**src/rtl/tri_pkg.sv**
```systemverilog
// Shared definitions for the triangle point collector: grid geometry,
// count width and the controller state encoding.
package tri_pkg;

  localparam int COORD_W_DEF = 3;
  localparam int N_DEF       = 2 ** COORD_W_DEF;
  localparam int CNT_W_DEF   = 2 * COORD_W_DEF + 1;

  typedef enum logic [1:0] {
    ST_IDLE    = 2'd0,
    ST_COLLECT = 2'd1,
    ST_FULL    = 2'd2,
    ST_READOUT = 2'd3
  } state_e;

  // Count must hold N*N, which needs one bit more than 2*COORD_W.
  function automatic int cnt_w(input int coord_w);
    return 2 * coord_w + 1;
  endfunction

endpackage

```
**src/rtl/tri_point_collector_if.sv**
```systemverilog
// Upstream point stream, consumer readout and status bundle of the collector.
interface tri_point_collector_if
  import tri_pkg::*;
#(
  parameter int COORD_W = COORD_W_DEF
);
  localparam int N     = 2 ** COORD_W;
  localparam int CNT_W = cnt_w(COORD_W);

  logic               busy;
  logic               po;
  logic [COORD_W-1:0] xo;
  logic [COORD_W-1:0] yo;
  logic               rd;
  logic               ready;
  logic               row_valid;
  logic [COORD_W-1:0] row_idx;
  logic [N-1:0]       row_bits;
  logic [CNT_W-1:0]   count;
  logic               dup_err;
  logic               drop_err;

  modport master (
    output busy, po, xo, yo, rd,
    input  ready, row_valid, row_idx, row_bits, count, dup_err, drop_err
  );

  modport slave (
    input  busy, po, xo, yo, rd,
    output ready, row_valid, row_idx, row_bits, count, dup_err, drop_err
  );
endinterface

```
**src/rtl/tri_bitmap.sv**
```systemverilog
// N x N pixel bitmap: synchronous clear, single-bit set returning the bit's
// previous value, and a combinational row read port.
module tri_bitmap
  import tri_pkg::*;
#(
  parameter int COORD_W = COORD_W_DEF
) (
  input  logic                    clk,
  input  logic                    reset,
  input  logic                    clr,
  input  logic                    set_en,
  input  logic [COORD_W-1:0]      set_x,
  input  logic [COORD_W-1:0]      set_y,
  output logic                    old_bit,
  input  logic [COORD_W-1:0]      rd_y,
  output logic [(2**COORD_W)-1:0] rd_row
);
  localparam int N = 2 ** COORD_W;

  logic [N-1:0] mem_q [N];
  logic [N-1:0] mem_d [N];
  logic [N-1:0] set_mask_s;

  assign set_mask_s = N'(1) << set_x;
  assign old_bit    = mem_q[set_y][set_x];
  assign rd_row     = mem_q[rd_y];

  // Clear is applied before set, so a clear+set cycle leaves exactly one bit.
  always_comb begin
    for (int i = 0; i < N; i++) begin
      mem_d[i] = (clr ? '0 : mem_q[i])
               | ((set_en && (set_y == COORD_W'(i))) ? set_mask_s : '0);
    end
  end

  always_ff @(posedge clk or posedge reset) begin
    if (reset) begin
      for (int i = 0; i < N; i++) begin
        mem_q[i] <= '0;
      end
    end else begin
      for (int i = 0; i < N; i++) begin
        mem_q[i] <= mem_d[i];
      end
    end
  end

endmodule

```
**src/rtl/tri_point_collector.sv**
```systemverilog
// Captures one rasterised triangle into a bitmap, counts distinct pixels and
// streams the bitmap out one row per read request.
module tri_point_collector
  import tri_pkg::*;
#(
  parameter int COORD_W = COORD_W_DEF
) (
  input  logic                  clk,
  input  logic                  reset,
  tri_point_collector_if.slave  bus
);
  localparam int N     = 2 ** COORD_W;
  localparam int CNT_W = cnt_w(COORD_W);
  localparam logic [CNT_W-1:0]   CNT_MAX  = CNT_W'(N * N);
  localparam logic [COORD_W-1:0] LAST_ROW = COORD_W'(N - 1);

  state_e               state_q, state_d;
  logic                 busy_d_q, busy_d_d;
  logic [COORD_W-1:0]   row_ptr_q, row_ptr_d;
  logic                 ready_q, ready_d;
  logic                 row_valid_q, row_valid_d;
  logic [COORD_W-1:0]   row_idx_q, row_idx_d;
  logic [N-1:0]         row_bits_q, row_bits_d;
  logic [CNT_W-1:0]     count_q, count_d;
  logic                 dup_err_q, dup_err_d;
  logic                 drop_err_q, drop_err_d;

  logic                 busy_rise_s, busy_fall_s;
  logic                 bm_clr_s, bm_set_s, bm_old_s;
  logic [N-1:0]         bm_row_s;

  assign busy_rise_s = bus.busy & ~busy_d_q;
  assign busy_fall_s = ~bus.busy & busy_d_q;

  tri_bitmap #(.COORD_W(COORD_W)) u_bitmap (
    .clk     (clk),
    .reset   (reset),
    .clr     (bm_clr_s),
    .set_en  (bm_set_s),
    .set_x   (bus.xo),
    .set_y   (bus.yo),
    .old_bit (bm_old_s),
    .rd_y    (row_ptr_q),
    .rd_row  (bm_row_s)
  );

  always_ff @(posedge clk or posedge reset) begin
    if (reset) begin
      state_q     <= ST_IDLE;
      busy_d_q    <= 1'b0;
      row_ptr_q   <= '0;
      ready_q     <= 1'b0;
      row_valid_q <= 1'b0;
      row_idx_q   <= '0;
      row_bits_q  <= '0;
      count_q     <= '0;
      dup_err_q   <= 1'b0;
      drop_err_q  <= 1'b0;
    end else begin
      state_q     <= state_d;
      busy_d_q    <= busy_d_d;
      row_ptr_q   <= row_ptr_d;
      ready_q     <= ready_d;
      row_valid_q <= row_valid_d;
      row_idx_q   <= row_idx_d;
      row_bits_q  <= row_bits_d;
      count_q     <= count_d;
      dup_err_q   <= dup_err_d;
      drop_err_q  <= drop_err_d;
    end
  end

  always_comb begin
    state_d = state_q;
    case (state_q)
      ST_IDLE: begin
        if (busy_rise_s) state_d = ST_COLLECT;
        else             state_d = ST_IDLE;
      end
      ST_COLLECT: begin
        if (busy_fall_s) state_d = ST_FULL;
        else             state_d = ST_COLLECT;
      end
      ST_FULL, ST_READOUT: begin
        if (bus.rd && (row_ptr_q == LAST_ROW)) state_d = ST_IDLE;
        else if (bus.rd)                        state_d = ST_READOUT;
        else                                    state_d = state_q;
      end
      default: state_d = ST_IDLE;
    endcase
  end

  // A busy rise while a bitmap is still held only flags the loss.
  always_comb begin
    busy_d_d    = bus.busy;
    row_ptr_d   = row_ptr_q;
    ready_d     = (state_d == ST_FULL) || (state_d == ST_READOUT);
    row_valid_d = 1'b0;
    row_idx_d   = row_idx_q;
    row_bits_d  = row_bits_q;
    count_d     = count_q;
    dup_err_d   = dup_err_q;
    drop_err_d  = drop_err_q;
    bm_clr_s    = 1'b0;
    bm_set_s    = 1'b0;
    case (state_q)
      ST_IDLE: begin
        if (busy_rise_s) begin
          bm_clr_s = 1'b1;
          bm_set_s = bus.po;
          count_d  = bus.po ? CNT_W'(1) : CNT_W'(0);
        end else begin
          bm_clr_s = 1'b0;
        end
      end
      ST_COLLECT: begin
        bm_set_s = bus.po;
        if (bus.po && bm_old_s) begin
          dup_err_d = 1'b1;
        end else if (bus.po && (count_q != CNT_MAX)) begin
          count_d = count_q + CNT_W'(1);
        end else begin
          count_d = count_q;
        end
      end
      ST_FULL, ST_READOUT: begin
        if (busy_rise_s) drop_err_d = 1'b1;
        else             drop_err_d = drop_err_q;
        if (bus.rd) begin
          row_valid_d = 1'b1;
          row_idx_d   = row_ptr_q;
          row_bits_d  = bm_row_s;
          row_ptr_d   = row_ptr_q + COORD_W'(1);
        end else begin
          row_valid_d = 1'b0;
        end
      end
      default: begin
        row_ptr_d = '0;
      end
    endcase
  end

  assign bus.ready     = ready_q;
  assign bus.row_valid = row_valid_q;
  assign bus.row_idx   = row_idx_q;
  assign bus.row_bits  = row_bits_q;
  assign bus.count     = count_q;
  assign bus.dup_err   = dup_err_q;
  assign bus.drop_err  = drop_err_q;

endmodule

```
**src/flat_wrapper.sv**
```systemverilog
// flat-port wrapper written by rule: the top's interface ports become plain ports
module tri_point_collector_flat import tri_pkg::*;
#(
  parameter int COORD_W = COORD_W_DEF
)
  (clk, reset, bus_busy, bus_po, bus_xo, bus_yo, bus_rd, bus_ready, bus_row_valid, bus_row_idx, bus_row_bits, bus_count, bus_dup_err, bus_drop_err);
  tri_point_collector_if #(.COORD_W(COORD_W)) bus_i ();
  input  logic clk;
  input  logic reset;
  input wire logic [$bits(bus_i.busy)-1:0] bus_busy;
  input wire logic [$bits(bus_i.po)-1:0] bus_po;
  input wire logic [$bits(bus_i.xo)-1:0] bus_xo;
  input wire logic [$bits(bus_i.yo)-1:0] bus_yo;
  input wire logic [$bits(bus_i.rd)-1:0] bus_rd;
  output wire logic [$bits(bus_i.ready)-1:0] bus_ready;
  output wire logic [$bits(bus_i.row_valid)-1:0] bus_row_valid;
  output wire logic [$bits(bus_i.row_idx)-1:0] bus_row_idx;
  output wire logic [$bits(bus_i.row_bits)-1:0] bus_row_bits;
  output wire logic [$bits(bus_i.count)-1:0] bus_count;
  output wire logic [$bits(bus_i.dup_err)-1:0] bus_dup_err;
  output wire logic [$bits(bus_i.drop_err)-1:0] bus_drop_err;
  assign bus_i.busy = bus_busy;
  assign bus_i.po = bus_po;
  assign bus_i.xo = bus_xo;
  assign bus_i.yo = bus_yo;
  assign bus_i.rd = bus_rd;
  assign bus_ready = bus_i.ready;
  assign bus_row_valid = bus_i.row_valid;
  assign bus_row_idx = bus_i.row_idx;
  assign bus_row_bits = bus_i.row_bits;
  assign bus_count = bus_i.count;
  assign bus_dup_err = bus_i.dup_err;
  assign bus_drop_err = bus_i.drop_err;
  tri_point_collector #(.COORD_W(COORD_W)) u_core (.clk(clk), .reset(reset), .bus(bus_i));
endmodule
```
**config.mk**
```make
export PLATFORM = sky130hd
export DESIGN_NAME = tri_point_collector_flat
export DESIGN_NICKNAME = d
export VERILOG_FILES = /design/src/rtl/tri_pkg.sv /design/src/rtl/tri_point_collector_if.sv /design/src/rtl/tri_bitmap.sv /design/src/rtl/tri_point_collector.sv /design/src/flat_wrapper.sv
export SDC_FILE = /design/constraint.sdc
export NUM_CORES = 1
export LEC_CHECK = 0
export BUFFER_PORTS_ARGS = -buffer_cell sky130_fd_sc_hd__buf_2
export CAP_MARGIN = 20
export CORE_MARGIN = 2
export CORE_UTILIZATION = 40
export DETAILED_ROUTE_END_ITERATION = 10
export GPL_ROUTABILITY_DRIVEN = 1
export GPL_TIMING_DRIVEN = 0
export PLACE_DENSITY = 0.68
export SYNTH_ARGS = -nofsm -noshare
export SYNTH_HDL_FRONTEND = slang
export SYNTH_HIERARCHICAL = 1
export SYNTH_SLANG_ARGS = --single-unit
export TNS_END_PERCENT = 20
```
**constraint.sdc**
```tcl
create_clock -name clk -period 2.65 [get_ports clk]
set_clock_uncertainty 0.1 [all_clocks]
set_input_delay 0.1325 -clock clk [delete_from_list [all_inputs] [get_ports clk]]
set_output_delay 0.1325 -clock clk [all_outputs]
set_load 0.05 [all_outputs]
```
==> results of run 1 <==
==> worst paths after layout <==
kind / from / endpoint / slack, ns / cells after the start
max: u_core/u_bitmap/mem_q[2]$_DFF_PP0_ / u_core/bus.count[3]$_DFFE_PP0P_ / -0.0002 / 8
max reg2reg: u_core/u_bitmap/mem_q[2]$_DFF_PP0_ / u_core/bus.count[3]$_DFFE_PP0P_ / -0.0002 / 8
min: bus_rd / u_core/state_q[0]$_DFF_PP0_ / 0.03 / 4
min in group asynchronous: reset / u_core/bus.row_bits[7]$_DFFE_PP0P_ / 0.22 / 3
max in group asynchronous: reset / u_core/u_bitmap/mem_q[26]$_DFF_PP0_ / 1.52 / 4
min reg2reg: u_core/bus.drop_err$_DFFE_PP0P_ / u_core/bus.drop_err$_DFFE_PP0P_ / 0.35 / 1
==> synth_stat cells (4+ instances only) <==
| library cell | number |
|---|---|
| nand2_1 | 20 |
| nor2_1 | 8 |
| inv_1 | 75 |
| o22ai_1 | 68 |
| nand3_1 | 14 |
| buf_2 | 6 |
| mux2i_1 | 6 |
| mux4_2 | 17 |
| or3_1 | 4 |
| nor2b_1 | 8 |
| ha_1 | 4 |
| mux4_1 | 8 |
| mux2_1 | 9 |
| clkbuf_1 | 11 |
| dfrtp_1 | 92 |
| mux2_2 | 20 |
| nor3_1 | 8 |
==> metal layers <==
metal | routed length [um] | up-vias
li1 | - | 1669
met1 | 5510 | 1872
met2 | 5900 | 195
met3 | 846 | 33
met4 | 267 | 0
met5 | 0 | -
==> sequential cells by signal (all words and copies together) (netlist names) <==
name and flops:
u_core/bus.row_bits 8, u_core/bus.row_idx 3, u_core/bus.drop_err 1, u_core/bus.ready 1, u_core/busy_d_q 1, u_core/bus.row_valid 1
u_core/bus.dup_err 1, u_core/state_q 2, u_core/bus.count 7, u_core/u_bitmap/mem_q 64, u_core/row_ptr_q 3
==> final cells by class <==
cell class	instances	area [um2]	share of cell area [%]
Buffer	26	146	2.62
Clock buffer	15	278	4.97
Clock inverter	1	5.00	0.0895
Inverter	76	285	5.10
Multi-Input combinational cell	235	2090	37.4
Sequential cell	92	2300	41.2
Tap cell	143	179	3.20
Timing Repair Buffer	45	303	5.42
==> worst max-delay path, delay by kind of cell, from the launching register on <==
family	cells	cell delay (ns)
mux	2	0.81
compound gates	1	0.19
flops	1	0.40
simple gates	5	1.04
==> kinds of logic (layout without fill, tap and decap cells) <==
logic type                 count (synthesis)  in the layout  share of synthesized area [%]
buffers and inverters                    102            163                           9.01
AOI/OAI and AO/OA                         94             94                           12.9
DFF                                       92             92                           48.1
and+or+nand+nor                           75             75                           8.18
muxes                                     60             60                           20.5
adders and majority gates                  5              5                           1.25
xor gates and xnor gates                   1              1                          0.183
==> timing repair <==
action | CTS | global route
gates resized for setup | 0 | 15
setup buffers | 0 | 10
endpoints found under the setup margin | 0 | 3
endpoints found under the hold margin | 56 | 0
hold buffers | 3 | 0
==> per-stage QoR <==
| step | util [%] | cells |
|---|---|---|
| 2_1_floorplan | - | 429 |
| 3_3_place_gp | 44.3 | 602 |
| 3_5_place_dp | 44.4 | 603 |
| 4_1_cts | 47.1 | 622 |
| 5_1_grt | 48.4 | 633 |
| 6_report | 48.4 | 633 |
==> report_power, final <==
group          switching [mW]  total [mW]  internal (mW)
Sequential              0.481        2.52           2.04
Clock                   0.504        1.22          0.713
Combinational            1.61        3.02           1.41
Total                    2.60        6.76           4.16
==> summary.md, run 1 <==
| Metric | Value |
|---|---|
| Status | `finished, violations left` |
| Failing checks | `setup timing` |
| DRT iter0 DRCs | `435` |
| WS Path Type | `reg -> reg` |
| Crit path cell chain | `mux4_2 > nand3_2 > nand3_2 > nor4b_4 > nor3_4 > or3_4 > mux2_4 > a22o_1` |
| Clock Sinks | `92` |
| CTS clk-pin slew, worst paths | `0.06 ns` |
| Most Crowded Layer GR | `met2` |
| Fillers | `1007` |
| Minimum clock period | `2.65 ns` |
| Synth Area per Inst | `11.2 um2` |
| Post-synth top area cell | `dfrtp_1` |
| Warnings, synthesis | `6` |
| Total power | `6.76 mW` |
| Crit-path max cell delay | `0.50 ns` |
| Routed WL per cell | `19.8 um` |
| Max VDD drop | `0.000640 V` |
| Placer congestion estimate | `0.932` |
| Die Span X | `113 um` |
| Die area | `12900 um2` |
| Core area | `11600 um2` |
| Commonest non-fill, non-tap cell in the layout | `dfrtp_1` |
| Ys flop type | `dfrtp_1` |
| Via count | `3769` |
| Clock buffer depth | `2` |
| Fmax | `377 MHz` |
| CTS tree | `done` |
| EDFF count, synth | `0` |
| Synth unique cells | `49` |
| Period utilization | `100%` |
| Starting density of the core | `41.4%` |
| Cell Area, Synth | `4790 um2` |
| Measured slew at the worst slew-check pin | `0.632 ns` |
| CP max FO | `5` |
| Number of global-route vias before repair | `3669` |
| H-tree depth | `3` |
| DR DRC count | `0` |
| CP max-delay cell | `mux4_2` |
| Critical Path Sink Type | `flip-flop` |
| Met1 usage | `27.8%` |
| GRT Total Usage | `20.0%` |
| Leak | `2.50 nW` |
| Share of cells above drive strength 1 | `24.7%` |
| Highest-count cells in the layout ignoring fill and taps | `92 x dfrtp_1, 74 x inv_1, 66 x o22ai_1` |
| Met3 global-route usage | `4.78%` |
| Area after detailed placement | `5140 um2` |
| Final nets | `500` |
| Final setup violation count | `1` |
| CTS Buf Count | `9` |
| Syn Inst Count | `429` |
| Slew Limit Fails | `0` |
| Initial antenna violation count | `0` |
| # IOs | `33` |
| Latest clock arrival within the worst-skew pair | `0.34 ns` |
| Antenna viol nets, final | `0` |
| Max-slew headroom | `57.9%` |
| Antenna Cells | `0` |
| Post-Layout Inst Area | `5590 um2` |
| Max-cap violations | `0` |
| Final setup margin | `-0.000185 ns` |
| Synth top area cells | `dfrtp_1 48%, o22ai_1 8.9%, mux4_2 8.0%` |
| Post-Synthesis Net Count | `444` |
| Setup TNS | `-0.000185 ns` |
| Crit-path most repeated cell | `nand3_2` |
| Post-DR vias/cell | `5.95` |
| Worst path required time | `2.78 ns` |
| Global route overflow | `0` |
| CTS root buf | `clkbuf_16` |
| Final HPWL DP | `8590 um` |
| Min-Delay Path Class | `in -> reg` |
| CP Launch Type | `flip-flop` |
| Worst Path Arrival | `2.78 ns` |
| Largest net degree at the start of global routing | `41` |
| Seq/Total Area, Yosys | `48.1%` |
| Post-synthesis sequential element count | `92` |
| Die Ht | `113 um` |
| Async set or reset register ratio after synthesis | `100%` |
| Port bufs | `30` |
| Pwr dens | `1210 nW/um2` |
| Met2 Track Usage GR | `30.9%` |
| Final Hold Viols | `0` |
| Area delta synth->final | `16.7%` |
| Routed WL | `12500 um` |
| Area share of the largest cell type after synthesis | `48.1%` |
| Row count | `39` |
| Drt first pass iters | `6` |
| Final hold slack | `0.0255 ns` |
| Dpl ws | `-0.0499 ns` |
| First-pass GRT wire length | `19900 um` |
Power figures use the tool's default switching activity.
==> run 2, diff against run 1 <==
--- a/config.mk
+++ b/config.mk
@@ -8,11 +8,11 @@
 export BUFFER_PORTS_ARGS = -buffer_cell sky130_fd_sc_hd__buf_2
 export CAP_MARGIN = 20
 export CORE_MARGIN = 2
-export CORE_UTILIZATION = 40
+export CORE_UTILIZATION = 35
 export DETAILED_ROUTE_END_ITERATION = 10
 export GPL_ROUTABILITY_DRIVEN = 1
 export GPL_TIMING_DRIVEN = 0
-export PLACE_DENSITY = 0.68
+export PLACE_DENSITY = 0.62
 export SYNTH_ARGS = -nofsm -noshare
 export SYNTH_HDL_FRONTEND = slang
 export SYNTH_HIERARCHICAL = 1
==> run 2 against run 1 <==
- the flow now finishes without violations
- hold slack improved by 0.013 ns
- wire length rose by 1.4%
- sequential power barely moved
- register-to-register slack improved by 0.04 ns
- non-clock buffer count fell by 10
- clock power rose by 14%
- core utilization fell by 6.5 points
- maximum frequency rose by 1.6%
- flip-flop and latch count did not move
- largest power group unchanged
==> summary.md, run 2 (synthesis results as in run 1) <==
| Metric | Value |
|---|---|
| Measured slew at the worst slew-check pin | `0.722 ns (+0.0898 ns)` |
| Global route overflow | `0 (unchanged)` |
| Area after detailed placement | `5180 um2 (+0.80%)` |
| Met3 global-route usage | `4.37% (-0.41 points)` |
| Total power | `6.76 mW (about the same)` |
| CP Launch Type | `flip-flop` |
| Post-DR vias/cell | `5.64 (-5.3%)` |
| Antenna viol nets, final | `0 (unchanged)` |
| Core area | `13300 um2 (+15%)` |
| CP max FO | `5 (unchanged)` |
| H-tree depth | `3 (unchanged)` |
| Final HPWL DP | `8830 um (+2.8%)` |
| WS Path Type | `reg -> reg` |
| Worst path required time | `2.78 ns (about the same)` |
| Met2 Track Usage GR | `27.9% (-2.9 points)` |
| Final setup violation count | `0 (-1)` |
| Area delta synth->final | `16.3%` |
| Die Ht | `121 um (+6.7%)` |
| Antenna Cells | `0 (unchanged)` |
| Post-Layout Inst Area | `5570 um2 (-0.40%)` |
| Min-Delay Path Class | `in -> reg` |
| RSZ-0062 raised after global routing | `yes` |
| Fmax | `383 MHz (+1.6%)` |
| Slew Limit Fails | `0 (unchanged)` |
| Worst Path Arrival | `2.73 ns (-0.05 ns)` |
| Final nets | `490 (-2.0%)` |
| Most Crowded Layer GR | `met2` |
| DRT iter0 DRCs | `353 (-19%)` |
| Minimum clock period | `2.61 ns (-0.0420 ns)` |
| Commonest non-fill, non-tap cell in the layout | `dfrtp_1` |
| Initial antenna violation count | `0 (unchanged)` |
| Max VDD drop | `0.000689 V (+7.7%)` |
| CTS root buf | `clkbuf_16` |
| CTS clk-pin slew, worst paths | `0.06 ns (about the same)` |
| Row count | `42 (+7.7%)` |
| Max reg flops | `64 (unchanged)` |
| Pwr dens | `1210 nW/um2 (+0.42%)` |
| Setup TNS | `0 ns (+0.000185 ns)` |
| Max-slew headroom | `51.9% (-6.0 points)` |
| Drt first pass iters | `4 (-2)` |
| Period utilization | `98.4% (-1.6 points)` |
| Dpl ws | `-0.169 ns (-0.120 ns)` |
| Starting density of the core | `36.0% (-5.4 points)` |
| Finished Layout Cells | `656 (+3.6%)` |
| Largest net degree at the start of global routing | `35 (-15%)` |
| Die area | `14600 um2 (+14%)` |
| Met1 usage | `26.3% (-1.5 points)` |
| Final Hold Viols | `0 (unchanged)` |
| Die Span X | `121 um (+6.7%)` |
| Latest clock arrival within the worst-skew pair | `0.35 ns (about the same)` |
| Critical Path Sink Type | `flip-flop` |
| CTS tree | `done` |
| Clock Sinks | `92 (unchanged)` |
| DP Cell Count | `636 (+5.5%)` |
| Port bufs | `30 (unchanged)` |
| Routed WL | `12700 um (+1.4%)` |
| Routed WL per cell | `19.3 um (-2.2%)` |
| Biggest register | `u_core/u_bitmap/mem_q` |
| Status | `complete, no violations` |
| First-pass GRT wire length | `20600 um (+3.8%)` |
| Number of global-route vias before repair | `3682 (+0.35%)` |
| Fillers | `1279 (+27%)` |
| Clock buffer depth | `2 (unchanged)` |
| Max-cap violations | `0 (unchanged)` |
| Final setup margin | `0.0418 ns (+0.0420 ns)` |
| GRT Total Usage | `18.5% (-1.5 points)` |
| CTS Buf Count | `9 (unchanged)` |
| Share of cells above drive strength 1 | `21.3% (-3.4 points)` |
| # IOs | `33 (unchanged)` |
| Via count | `3698 (-1.9%)` |
| DR DRC count | `0 (unchanged)` |
| Placer congestion estimate | `0.977 (+4.8%)` |
| Leak | `2.46 nW (-1.6%)` |
| Highest-count cells in the layout ignoring fill and taps | `92 x dfrtp_1, 74 x inv_1, 68 x o22ai_1` |
## run 2: worst max-delay path, stage by stage (launching register included)
cell and delay [ns]:
dfrtp_1 0.40, mux4_1 0.56, nand2_1 0.10, nand4_1 0.12, o22ai_1 0.19, nor3_1 0.14
or3_1 0.37, mux2_1 0.31, a22o_1 0.19
## run 2: what timing repair did
action | 4_1_cts | 5_1_grt
endpoints found under the hold margin | 62 | 0
setup endpoints to repair | 0 | 5
hold buffers | 3 | 0
buffers inserted | 0 | 0
gates resized for setup | 0 | 1
## run 2: final timing paths
path,from,to,slack [ns],cells after the start
min in group asynchronous,reset,u_core/bus.row_bits[7]$_DFFE_PP0P_,0.18,3
max in group asynchronous,reset,u_core/u_bitmap/mem_q[25]$_DFF_PP0_,1.46,4
hold reg to reg,u_core/bus.drop_err$_DFFE_PP0P_,u_core/bus.drop_err$_DFFE_PP0P_,0.35,1
setup reg to reg,u_core/u_bitmap/mem_q[51]$_DFF_PP0_,u_core/bus.count[3]$_DFFE_PP0P_,0.04,8
hold / removal,bus_rd,u_core/state_q[0]$_DFF_PP0_,0.04,4
setup / recovery,u_core/u_bitmap/mem_q[51]$_DFF_PP0_,u_core/bus.count[3]$_DFFE_PP0P_,0.04,8
## run 2: layout make-up
| class | instances | area [um2] | share of cell area [%] |
|---|---|---|---|
| Sequential cell | 92 | 2300 | 41.3 |
| Multi-Input combinational cell | 235 | 2060 | 37.0 |
| Inverter | 76 | 285 | 5.12 |
| Clock buffer | 10 | 239 | 4.29 |
| Timing Repair Buffer | 35 | 228 | 4.09 |
| Tap cell | 176 | 220 | 3.95 |
| Buffer | 26 | 146 | 2.63 |
| Clock inverter | 6 | 87.6 | 1.57 |
## run 2: where the power goes
group / leakage (nW) / internal (mW) / switching [mW]
Sequential: 1.12 / 2.04 / 0.488
Clock: 0.151 / 0.850 / 0.539
Combinational: 1.20 / 1.31 / 1.54
## run 2: routing by layer
metal | routed length, um | share of wire (%)
met5 | 0 | 0
met4 | 242 | 1.9
met3 | 851 | 6.7
met2 | 5860 | 46
met1 | 5740 | 45
## run 2: metrics by stage
stage	utilization [%]	hold slack, ns
2_1_floorplan	-	0.0639
3_3_place_gp	38.8	0.203
3_5_place_dp	39.0	0.179
4_1_cts	41.6	0.0210
5_1_grt	41.9	0.0828
6_report	41.9	0.0383
